`config.mk`:
```
export PLATFORM = sky130hd
export DESIGN_NAME = fdc_disk_sequencer
export DESIGN_NICKNAME = d
export VERILOG_FILES = /design/src/rtl/fdc_disk_sequencer.sv
export SDC_FILE = /design/constraint.sdc
export NUM_CORES = 1
export LEC_CHECK = 0
export CORE_UTILIZATION = 45
export CTS_BUF_LIST = sky130_fd_sc_hd__clkbuf_4 sky130_fd_sc_hd__clkbuf_8
export DETAILED_ROUTE_END_ITERATION = 7
export PLACE_DENSITY = 0.79
export SYNTH_ARGS = -nofsm -noshare
export SYNTH_HDL_FRONTEND = slang
export SYNTH_SLANG_ARGS = --single-unit
```
`constraint.sdc`:
```
create_clock -name clk -period 2.1 [get_ports clk]
set_input_delay 0.21 -clock clk [delete_from_list [all_inputs] [get_ports clk]]
set_output_delay 0.21 -clock clk [all_outputs]
set_load 0.02 [all_outputs]
```
`src/rtl/fdc_disk_sequencer.sv`:
```
// fdc_disk_sequencer
// Moves one FDC disk request at a time through the host MCU mailbox.
// Flow per request: latch the request, post a 32-bit command word with a
// 4-phase handshake, stream sector bytes (host->FDC FIFO for reads,
// FDC FIFO->host for writes), then emit a one-cycle completion pulse.
// A watchdog aborts any host wait that runs too long.
//
// Ports:
//   clk, rst_n                  clock, synchronous active-low reset
//   req_*                       FDC request (valid/ready, op, drive, head, track, sector)
//   host_cmd, host_cmd_valid    mailbox command word and request level
//   host_ack                    mailbox acknowledge level
//   host_done/err/id            host completion pulse with status and sector ID
//   host_rx_valid/data          read bytes from host
//   host_tx_valid/ready/data    write bytes to host
//   fifo_wr/wdata               push into FDC read FIFO
//   fifo_rd/rdata               pop from FDC write FIFO (data one cycle after fifo_rd)
//   done, done_*                completion pulse and its fields
//
// state       | meaning
// ------------+-----------------------------------------------------------
// IDLE        | ready for a request
// ISSUE       | command word posted, waiting for host_ack high
// WAIT_ACKLOW | command withdrawn, waiting for host_ack low
// XFER_IN     | read: host bytes pushed into the FDC FIFO
// XFER_OUT    | write: FDC FIFO bytes handed to the host
// WAIT_DONE   | waiting for the host completion pulse
// COMPLETE    | one-cycle done pulse, then back to IDLE

module fdc_disk_sequencer #(
    parameter int unsigned SECTOR_BYTES   = 512,
    parameter logic [23:0] TIMEOUT_CYCLES = 24'd12000000
) (
    input  logic        clk,
    input  logic        rst_n,
    input  logic        req_valid,
    output logic        req_ready,
    input  logic [1:0]  req_op,
    input  logic        req_drive,
    input  logic        req_head,
    input  logic [6:0]  req_track,
    input  logic [7:0]  req_sector,
    output logic [31:0] host_cmd,
    output logic        host_cmd_valid,
    input  logic        host_ack,
    input  logic        host_done,
    input  logic        host_err,
    input  logic [7:0]  host_id,
    input  logic        host_rx_valid,
    input  logic [7:0]  host_rx_data,
    input  logic        host_tx_ready,
    output logic        host_tx_valid,
    output logic        fifo_wr,
    output logic [7:0]  fifo_wdata,
    output logic        fifo_rd,
    input  logic [7:0]  fifo_rdata,
    output logic [7:0]  host_tx_data,
    output logic        done,
    output logic        done_err,
    output logic        done_timeout,
    output logic [1:0]  done_op,
    output logic        done_drive,
    output logic [7:0]  done_id
);

    localparam int CW = $clog2(SECTOR_BYTES) + 1;
    localparam logic [CW-1:0] CNT_FULL = CW'(SECTOR_BYTES);
    localparam logic [CW-1:0] CNT_ONE  = CW'(1);

    typedef enum logic [2:0] {
        S_IDLE, S_ISSUE, S_WAIT_ACKLOW, S_XFER_IN, S_XFER_OUT, S_WAIT_DONE, S_COMPLETE
    } state_t;

    // Write byte phases: pop the FIFO, present the popped byte straight
    // from fifo_rdata, then hold it from a local copy until the host takes it.
    typedef enum logic [1:0] {PH_RD, PH_FIRST, PH_HOLD} out_ph_t;

    state_t        state_q, state_d;
    out_ph_t       out_ph_q;
    logic [1:0]    op_q;
    logic          drive_q, head_q;
    logic [6:0]    track_q;
    logic [7:0]    sector_q;
    logic [CW-1:0] cnt_q, cnt_after;
    logic [23:0]   wd_q;
    logic          err_q, to_q;
    logic [7:0]    id_q, tx_q;
    logic          byte_evt, wd_expired, cap_done, cap_to, in_xfer;

    assign wd_expired = (wd_q == 24'd0);
    assign in_xfer    = (state_q == S_XFER_IN) || (state_q == S_XFER_OUT);
    // A byte moving in the same cycle as host_done is counted before the
    // short-transfer check.
    assign cnt_after  = byte_evt ? (cnt_q + CNT_ONE) : cnt_q;

    always_comb begin
        state_d        = state_q;
        req_ready      = 1'b0;
        host_cmd_valid = 1'b0;
        fifo_wr        = 1'b0;
        fifo_rd        = 1'b0;
        host_tx_valid  = 1'b0;
        byte_evt       = 1'b0;
        cap_done       = 1'b0;
        cap_to         = 1'b0;
        case (state_q)
            S_IDLE: begin
                req_ready = 1'b1;
                if (req_valid) state_d = S_ISSUE;
            end
            S_ISSUE: begin
                host_cmd_valid = 1'b1;
                if (host_ack) begin
                    state_d = S_WAIT_ACKLOW;
                end else if (wd_expired) begin
                    state_d = S_COMPLETE;
                    cap_to  = 1'b1;
                end
            end
            S_WAIT_ACKLOW: begin
                if (!host_ack) begin
                    case (op_q)
                        2'd1:    state_d = S_XFER_IN;
                        2'd2:    state_d = S_XFER_OUT;
                        default: state_d = S_WAIT_DONE;
                    endcase
                end else if (wd_expired) begin
                    state_d = S_COMPLETE;
                    cap_to  = 1'b1;
                end
            end
            S_XFER_IN: begin
                fifo_wr  = host_rx_valid;
                byte_evt = host_rx_valid;
            end
            S_XFER_OUT: begin
                fifo_rd       = (out_ph_q == PH_RD);
                host_tx_valid = (out_ph_q != PH_RD);
                byte_evt      = (out_ph_q != PH_RD) && host_tx_ready;
            end
            S_WAIT_DONE: begin
                if (host_done) begin
                    state_d  = S_COMPLETE;
                    cap_done = 1'b1;
                end else if (wd_expired) begin
                    state_d = S_COMPLETE;
                    cap_to  = 1'b1;
                end
            end
            S_COMPLETE: state_d = S_IDLE;
            default:    state_d = S_IDLE;
        endcase

        if (in_xfer) begin
            if (host_done) begin
                state_d  = S_COMPLETE;
                cap_done = 1'b1;
            end else if (byte_evt && (cnt_after == CNT_FULL)) begin
                state_d = S_WAIT_DONE;
            end else if (!byte_evt && wd_expired) begin
                state_d = S_COMPLETE;
                cap_to  = 1'b1;
            end
        end
    end

    always_ff @(posedge clk) begin
        if (!rst_n) begin
            state_q  <= S_IDLE;
            out_ph_q <= PH_RD;
            op_q     <= 2'd0;
            drive_q  <= 1'b0;
            head_q   <= 1'b0;
            track_q  <= 7'd0;
            sector_q <= 8'd0;
            cnt_q    <= '0;
            wd_q     <= 24'd0;
            err_q    <= 1'b0;
            to_q     <= 1'b0;
            id_q     <= 8'd0;
            tx_q     <= 8'd0;
        end else begin
            state_q <= state_d;

            if (state_q == S_IDLE && req_valid) begin
                op_q     <= req_op;
                drive_q  <= req_drive;
                head_q   <= req_head;
                track_q  <= req_track;
                sector_q <= req_sector;
            end

            if (state_q == S_COMPLETE) cnt_q <= '0;
            else if (byte_evt)         cnt_q <= cnt_after;

            // Down-counting watchdog, reloaded on any progress.
            if (state_d != state_q || byte_evt)
                wd_q <= TIMEOUT_CYCLES - 24'd1;
            else if (state_q != S_IDLE && state_q != S_COMPLETE && !wd_expired)
                wd_q <= wd_q - 24'd1;

            if (state_q != S_XFER_OUT) begin
                out_ph_q <= PH_RD;
            end else begin
                case (out_ph_q)
                    PH_RD:    out_ph_q <= PH_FIRST;
                    PH_FIRST: begin
                        tx_q     <= fifo_rdata;
                        out_ph_q <= byte_evt ? PH_RD : PH_HOLD;
                    end
                    PH_HOLD:  if (byte_evt) out_ph_q <= PH_RD;
                    default:  out_ph_q <= PH_RD;
                endcase
            end

            if (cap_done) begin
                err_q <= host_err | (in_xfer && (cnt_after != CNT_FULL));
                to_q  <= 1'b0;
                id_q  <= host_id;
            end else if (cap_to) begin
                err_q <= 1'b1;
                to_q  <= 1'b1;
                id_q  <= 8'd0;
            end
        end
    end

    assign host_cmd     = {6'b0, op_q, 7'b0, drive_q, head_q, track_q, sector_q};
    assign fifo_wdata   = fifo_wr ? host_rx_data : 8'd0;
    assign host_tx_data = !host_tx_valid ? 8'd0 :
                          (out_ph_q == PH_FIRST) ? fifo_rdata : tx_q;
    assign done         = (state_q == S_COMPLETE);
    assign done_err     = done & err_q;
    assign done_timeout = done & to_q;
    assign done_op      = done ? op_q : 2'd0;
    assign done_drive   = done & drive_q;
    assign done_id      = done ? id_q : 8'd0;

endmodule

```
# After elaboration in Yosys (flattened, before gate mapping)
# Index checks and enable logic that the tools add are counted.
# word_totals
ff_bits	76
latch_bits	0
mem_bits_rw	0
romBits	0
mem_count	0
# op_classes
addsub	2
n_mul	0
div_mod_pow	0
magnitude_cmp	0
n_eq_ne	16
n_shift	0
n_mux	45
bitwise_logic	5
reduce_logical	23
# ops
op	count
$mux W24	2
$mux W8	6
$mux W3	9
$logic_not A24 Y1	1
$sub A24 B1 Y24 const B	1
$mux W1	19
$pmux W3 S5	1
$add A10 B1 Y10 const B	1
$eq A10 B10 Y1 const B	1
$mux W10	1
$ne A10 B10 Y1 const B	1
$reduce_or A2 Y1	5
$eq A3 B3 Y1 const B	3
$logic_and A1 B1 Y1	7
$eq A3 B2 Y1 const B	2
$mux W2	3
$ne A3 B3 Y1 const B	2
$pmux W2 S3	1
$pmux W3 S2	1
$reduce_bool A2 Y1	3
$eq A2 B1 Y1 const B	2
$eq A2 B2 Y1 const B	2
$and A1 B1 Y1	3
$eq A3 B1 Y1 const B	1
11 further kinds	13

# Logic depth before layout (Yosys ltp)
# Gate-level depths: netlist of the first run.
# depth
word_depth	12
ltp_mapped	10

# Least setup slack after synthesis of the first run
# Ideal clock, no wire load.
# synth_path
kind	register -> register
startpoint	register state_q[1]
endpoint	register state_q[1]
setup_time_ps	116
arrival_time_ps	2194
path_slack_ps	-209
stages_incl_launch_ff	9
period_less_slack_ps	2309
cell_sequence	dfxtp_1 > buf_6 > nor3b_4 > a21oi_1 > nor4b_1 > mux2i_1 > nand3_1 > a2111o_1 > and3b_1
# synth_between
elab_chain_len	8
word_cells_on_any_way	24
# synth_lines
element	line	source
start, declared	78	state_t state_q, state_d;
start signal, assigned	183	state_q <= state_d;
$eq A3 B3 Y1 / $eq A3 B2 Y1 (equally long branches)	91, 106	
$pmux W1 S2	106	case (state_q)
$mux W10 / $logic_not A1 Y1 (equally long branches)	94, 160	
$eq A10 B10 Y1 / $logic_and A1 B1 Y1 (equally long branches)	158, 160	
$logic_and A1 B1 Y1 / $mux W3 (equally long branches)	158, 160	
$mux W3	158	end else if (byte_evt && (cnt_after == CNT_FULL)) begin
$mux W3	155	if (host_done) begin
$mux W3 *	154	if (in_xfer) begin
# Every way passes the cells marked *; elsewhere a longest branch is shown, timed or not.
# A chain may end at the register's enable or synchronous reset.

# Worst setup path in the final report of the first run
# layout_path
startpoint	register cnt_q[0]
endpoint	register wd_q[13]
# layout_between
elab_chain_len	10
# layout_lines
element	line	source
start, declared	84	logic [CW-1:0] cnt_q, cnt_after;
start signal, assigned	194	else if (byte_evt) cnt_q <= cnt_after;
$add A10 B1 Y10	94	assign cnt_after = byte_evt ? (cnt_q + CNT_ONE) : cnt_q;
$mux W10 *	94	
$eq A10 B10 Y1 *	158	
$logic_and A1 B1 Y1 *	158	
$mux W3 *	158	
$mux W3 *	155	
$mux W3 *	154	
$ne A3 B3 Y1 *	197	if (state_d != state_q || byte_evt)
$logic_or A1 B1 Y1 *	197	
$reduce_or A2 Y1 (no source line) *	--	
end signal, assigned	198	wd_q <= TIMEOUT_CYCLES - 24'd1;
end signal, assigned	200	wd_q <= wd_q - 24'd1;
end, declared	85	logic [23:0] wd_q;
# Marks and branches as above.

==> results_dict.tcl, run 1 <==
set metrics [dict create \
    dieArea_um2 9472 \
    synth_top_area_cell "dfxtp_1" \
    switching_share_pct 32.49 \
    grt_setup_unrepaired "true" \
    slew_violations 0 \
    peakVddDrop_v 0.0004574 \
    critPathBufInv 1 \
    fin_total_pwr_w 0.003822 \
    wirelength_um 12330 \
    final_nets 727 \
    skew_ns 0.006950 \
    critical_path_cell_count 9 \
    die_h_um 97.33 \
    pwr-share-comb_pct 29.3 \
    p_seq_share_pct 42.9 \
    timing.fmax_mhz 434.3 \
    dr.pass1.iters 4 \
    min_path_type "primary input to flip-flop" \
    syn_area_per_cell_um2 8.049 \
    r2r-start "cnt_q[0]" \
    grt_max_degree 51 \
    fin_crit_sh_pct 109.7 \
    ff2ff_path_depth 9 \
    fin_area_um2 6123 \
    cp_max_fo 7 \
    crit_start "cnt_q[0]" \
    core_area_um2 8763 \
    outcome "complete, but fails checks" \
    power.switching_w 0.001242 \
    critPathMaxStageDelay_ns 0.38 \
    worstSkewPairLatency_ns 0.36 \
    synth_ff_type "dfxtp_1" \
    period_needed_ns 2.303 \
    ioPinCount 118 \
    num_antenna_cells 0 \
    endpoint_kind "flip-flop" \
    cts.sinks 76 \
    cp-start-kind "flip-flop" \
    yosysMostFrequentCell "nand2_1" \
    vias 4333 \
    die_w_um 97.33 \
    grt_pass1_vias 4086 \
    intPower_w 0.002580 \
    power.density_nw_per_um2 624.1 \
    hold_viol 0 \
    area.growth.synth_to_final_pct 49.76 \
    synth_area_leaders "dfxtp_1, nand2_1, a21boi_0" \
    rows 34 \
    clk_pin_slew_ns 0.08 \
    crit_chain "ha_1, nand2_1, o21ai_0, o221ai_2, a221oi_4, nand4_1, a21oi_2, buf_6, nor3_1" \
    grt_overflow 0 \
    grt.total_usage_pct 23.27 \
    endpoint "wd_q[13]" \
    max_slew_margin_pct 53.12 \
    drtAntennaViolNets 0 \
    routabilityCongestion 0.9024 \
    cts_tree "built" \
    crit_arrival_ns 2.55 \
    synth_cell_type_count 58 \
    r2r_end "wd_q[13]" \
    yosys-top-cells-count "nand2_1, dfxtp_1, a21boi_0, nor2_1, xnor2_1" \
    critical_path_class "flip-flop to flip-flop" \
    drt_first_iter_violations 229 \
    violations "setup timing" \
    clock-root-buffer "clkbuf_8" \
    place_area_um2 5687 \
    htree_levels 3 \
    drc 0 \
    crit_slowest_cell "dfxtp_2" \
    clkPwrFrac_pct 27.8 \
    synth_area_um2 4089 \
    dp_hpwl_um 8205 \
    tightest_slew_ns 0.6941 \
    setup_viol 28 \
    initial_utilization_pct 46.66 \
    numPortBuffers 104 \
    maxCapViolations 0 \
    critPathRequiredTime_ns 2.35 \
    synth-seq-area-share_pct 37.21 \
    synth-seq-cells 76 \
    p_leak_nw 2.420 \
    yosysTopAreaCellShare_pct 37.21 \
    cts_buffers 9 \
    postSynthCellCount 508 \
    routedWlPerCell_um 15.69 \
    crit_family "compound AO/OA/AOI/OAI gates" \
    r2r_slack_ns -0.20 \
    via_per_inst 5.513 \
    synthArstFlopShare_pct 0 \
    ys.warnings.count 0 \
    grt_pass1_wl_um 18170 \
    antenna_found_initial 0 \
    cts_max_path_buffers 2 \
    drive_gt1_share_pct 22.42 \
    synth-edff-count 0 \
    setup_slack_ns -0.2028 \
]
[kinds of logic (layout without fill, tap and decap cells)]
kind of cell / count (synthesis) / count (layout) / synth area share (%)
muxes: 2 / 2 / 0.4896
xor gates and xnor gates: 32 / 32 / 6.854
AOI/OAI and AO/OA: 111 / 113 / 19.46
other: 1 / 13 / 0.09171
buffers and inverters: 51 / 207 / 6.610
and+or+nand+nor: 232 / 232 / 28.37
DFF: 76 / 76 / 37.21
adders and majority gates: 3 / 3 / 0.9181
[power by group through the flow]
stage,Combinational [W],Clock [W],Sequential (W)
CTS,0.000985,0.00108,0.00163
detailed placement,0.000966,0,0.00166
finish,0.00112,0.00106,0.00164
global route,0.00120,0.00113,0.00165
floorplan,0.000537,0,0.00169
global placement,0.000937,0,0.00166
[placed cells by master (no fill, tap or decap), drive strengths merged, types with 12 or more instances in the layout]
cell and n:
nand2 85, buf 80, dfxtp 76, clkdlybuf4s50 69, a21boi 45, nor2 33, dlygate4sd2 26, xnor2 25
and2 23, a21oi 23, nor3 21, nand3 18, conb 13, o21ai 13, clkbuf 12
[sequential cells by signal (all words and copies together), names as in the netlist, 3 cells and up]
| signal | cells |
|---|---|
| cnt_q | 10 |
| id_q | 8 |
| sector_q | 8 |
| state_q | 3 |
| track_q | 7 |
| tx_q | 8 |
| wd_q | 24 |
[area by class of cell]
class | instances | area (um^2)
clock buffers | 11 | 151.4
clock inverters | 5 | 36.28
fillers | 671 | 2640
inverters | 7 | 26.28
multi-input cells | 395 | 2594
flip-flops and latches | 76 | 1531
well taps | 108 | 135.1
repair buffers | 184 | 1649
[worst min-delay path by stage]
| stage | startpoint | to | cells past startpoint |
|---|---|---|---|
| after CTS | req_head | head_q | 3 |
| after global placement | to_q | to_q | 2 |
| after floorplan | req_head | head_q | 2 |
| after global routing | req_head | head_q | 3 |
| after detailed placement | to_q | to_q | 2 |
| final | req_head | head_q | 3 |
[worst reg2reg max path, cell delays in order, from the launching register on]
cell,delay [ns]
dfxtp_2,0.38
ha_1,0.20
nand2_1,0.20
o21ai_0,0.31
o221ai_2,0.18
a221oi_4,0.28
nand4_1,0.24
a21oi_2,0.22
buf_6,0.14
nor3_1,0.05
[routing by layer]
metal / routed length, um / global-route usage [%] / vias up
met4: 383 / 8.597 / 0
li1: - / - / 2057
met5: 0 / 0 / -
met1: 4967 / 26.38 / 2092
met3: 583 / 5.252 / 44
met2: 6398 / 42.42 / 140
[per-stage QoR]
| step | worst slack [ns] | TNS (ns) | instances | util [%] | hold slack [ns] |
|---|---|---|---|---|---|
| 2_1_floorplan | -0.05338 | -0.2490 | 520 | - | 0.3460 |
| 3_3_place_gp | -0.2553 | -3.728 | 760 | 64.89 | 0.4327 |
| 3_5_place_dp | -0.4058 | -5.981 | 760 | 64.89 | 0.4313 |
| 4_1_cts | -0.1512 | -1.295 | 778 | 67.38 | 0.3975 |
| 5_1_grt | -0.3162 | -5.621 | 786 | 69.87 | 0.4054 |
| 6_report | -0.2028 | -3.015 | 786 | 69.87 | 0.4028 |
[timing repair]
item	4_1_cts	5_1_grt
endpoints found under the setup margin	62	37
gates cloned	0	3
hold buffers	0	0
gates resized for setup	54	45
setup buffers	2	5
pin swaps	6	7
No activity file was read; power rests on OpenSTA's default activity.
==> inputs of run 2 (changes only) <==
- MAX_ROUTING_LAYER: unset -> met4
==> results_dict.tcl, run 2 (synthesized netlist as in run 1, its figures left out) <==
set metrics [dict create \
    clock-root-buffer "clkbuf_8" \
    final_nets 727 \
    setup_viol 28 \
    skew_ns 0.007532 \
    timing.fmax_mhz 432.9 \
    post-place-cells 760 \
    pwr-share-comb_pct 29.3 \
    clkPwrFrac_pct 27.7 \
    grt_pass1_vias 4080 \
    tns_ns -3.097 \
    intPower_w 0.002580 \
    routedWlPerCell_um 15.69 \
    setup_slack_ns -0.2098 \
    grt_overflow 0 \
    clk_pin_slew_ns 0.08 \
    fin_cells 786 \
    grt_pass1_wl_um 18200 \
    drtAntennaViolNets 0 \
    endpoint_kind "flip-flop" \
    antenna_found_initial 0 \
    cts_buffers 9 \
    drive_gt1_share_pct 22.42 \
    dp_hpwl_um 8205 \
    ioPinCount 118 \
    rows 34 \
    dr.pass1.iters 4 \
    slew_violations 0 \
    cp_max_fo 7 \
    core_area_um2 8763 \
    cts_tree "built" \
    top_register "wd_q" \
    p_seq_share_pct 42.9 \
    p_leak_nw 2.420 \
    wirelength_um 12330 \
    period_needed_ns 2.310 \
    die_h_um 97.33 \
    drc 0 \
    grt.total_usage_pct 23.95 \
    die_w_um 97.33 \
    outcome "complete, but fails checks" \
    routabilityCongestion 0.9179 \
    final_cell_mix "nand2_1, buf_4, dfxtp_1, clkdlybuf4s50_1, nor2_1" \
    numPortBuffers 104 \
    crit_arrival_ns 2.55 \
    max_slew_margin_pct 51.51 \
    grt_max_degree 51 \
    cts_max_path_buffers 2 \
    tightest_slew_ns 0.7179 \
    hold_viol 0 \
    worstSkewPairLatency_ns 0.35 \
    cp-start-kind "flip-flop" \
    area.growth.synth_to_final_pct 49.76 \
    num_antenna_cells 0 \
    htree_levels 3 \
    critical_path_class "flip-flop to flip-flop" \
    peakVddDrop_v 0.0004566 \
    grt_setup_unrepaired "true" \
    vias 4319 \
    power.density_nw_per_um2 623.4 \
    r2r_slack_ns -0.21 \
    largest_reg_flops 24 \
    power.switching_w 0.001237 \
    critPathRequiredTime_ns 2.34 \
    via_per_inst 5.495 \
    min_path_type "primary input to flip-flop" \
    initial_utilization_pct 46.66 \
    dieArea_um2 9472 \
    switching_share_pct 32.41 \
    violations "setup timing" \
    drt_first_iter_violations 197 \
    reg_top3 "wd_q (24), cnt_q (10)" \
    cts.sinks 76 \
    fin_crit_sh_pct 110.0 \
    layout_commonest_cell "nand2_1" \
    maxCapViolations 0 \
]
run 2: cell counts in the layout (fill, tap and decap cells not counted):
Identical to the previous run, type by type.
run 2: power groups by stage:
stage	registers, W	logic, W	clock network [W]
floorplan	0.00169	0.000537	0
global placement	0.00166	0.000937	0
detailed placement	0.00166	0.000966	0
CTS	0.00163	0.000985	0.00108
global route	0.00165	0.00120	0.00113
finish	0.00164	0.00112	0.00106
run 2: layout make-up:
class                   instances  area [um^2]
inverters                       7        26.28
flip-flops and latches         76         1531
multi-input cells             395         2594
clock inverters                 5        36.28
fillers                       671         2640
clock buffers                  11        151.4
well taps                     108        135.1
repair buffers                184         1649
run 2: repair_timing:
action,in CTS,in global routing
cloned,0,3
pin swaps,6,7
gates resized for setup,54,45
endpoints found under the setup margin,62,37
hold buffers,0,0
setup buffers,2,5
run 2: metal layers:
metal	track usage (%)	vias to the layer above	share of wire, %	wire length [um]
met2	42.42	131	52	6367
met4	8.258	0	3.2	391
met3	5.468	44	4.9	608
met1	26.42	2086	40	4962
li1	-	2058	-	-
met5	-	-	0	0
run 2: worst paths after layout:
kind / from / endpoint / cells past startpoint
setup / recovery: out_ph_q[0] / wd_q[13] / 8
hold / removal: req_head / head_q / 3
setup reg to reg: out_ph_q[0] / wd_q[13] / 8
hold reg to reg: to_q / to_q / 2
run 2: stage by stage:
stage          worst slack, ns  utilization (%)  hold slack, ns  power [W]  cell area, um^2
6_report               -0.2098            69.87          0.4061   0.003817             6123
5_1_grt                -0.3108            69.87          0.4036   0.003986             6123
4_1_cts                -0.1512            67.38          0.3975   0.003696             5904
3_5_place_dp           -0.4058            64.89          0.4313   0.002626             5687
3_3_place_gp           -0.2553            64.89          0.4327   0.002592             5687
2_1_floorplan         -0.05338                -          0.3460   0.002226             4199
run 2: worst max-delay path: stages, from the launching register on:
cell and delay [ns]:
dfxtp_1 0.32, o21ai_1 0.33, o21ai_4 0.10, buf_4 0.16
o41ai_1 0.59, nand4_1 0.30, a21oi_2 0.22, buf_6 0.14
nor3_1 0.05
==> inputs of run 3 (changes only) <==
- GPL_ROUTABILITY_DRIVEN: unset -> 0
==> results of run 3 <==
Same layout as run 2: the final DEF is identical, and so are final timing and power.
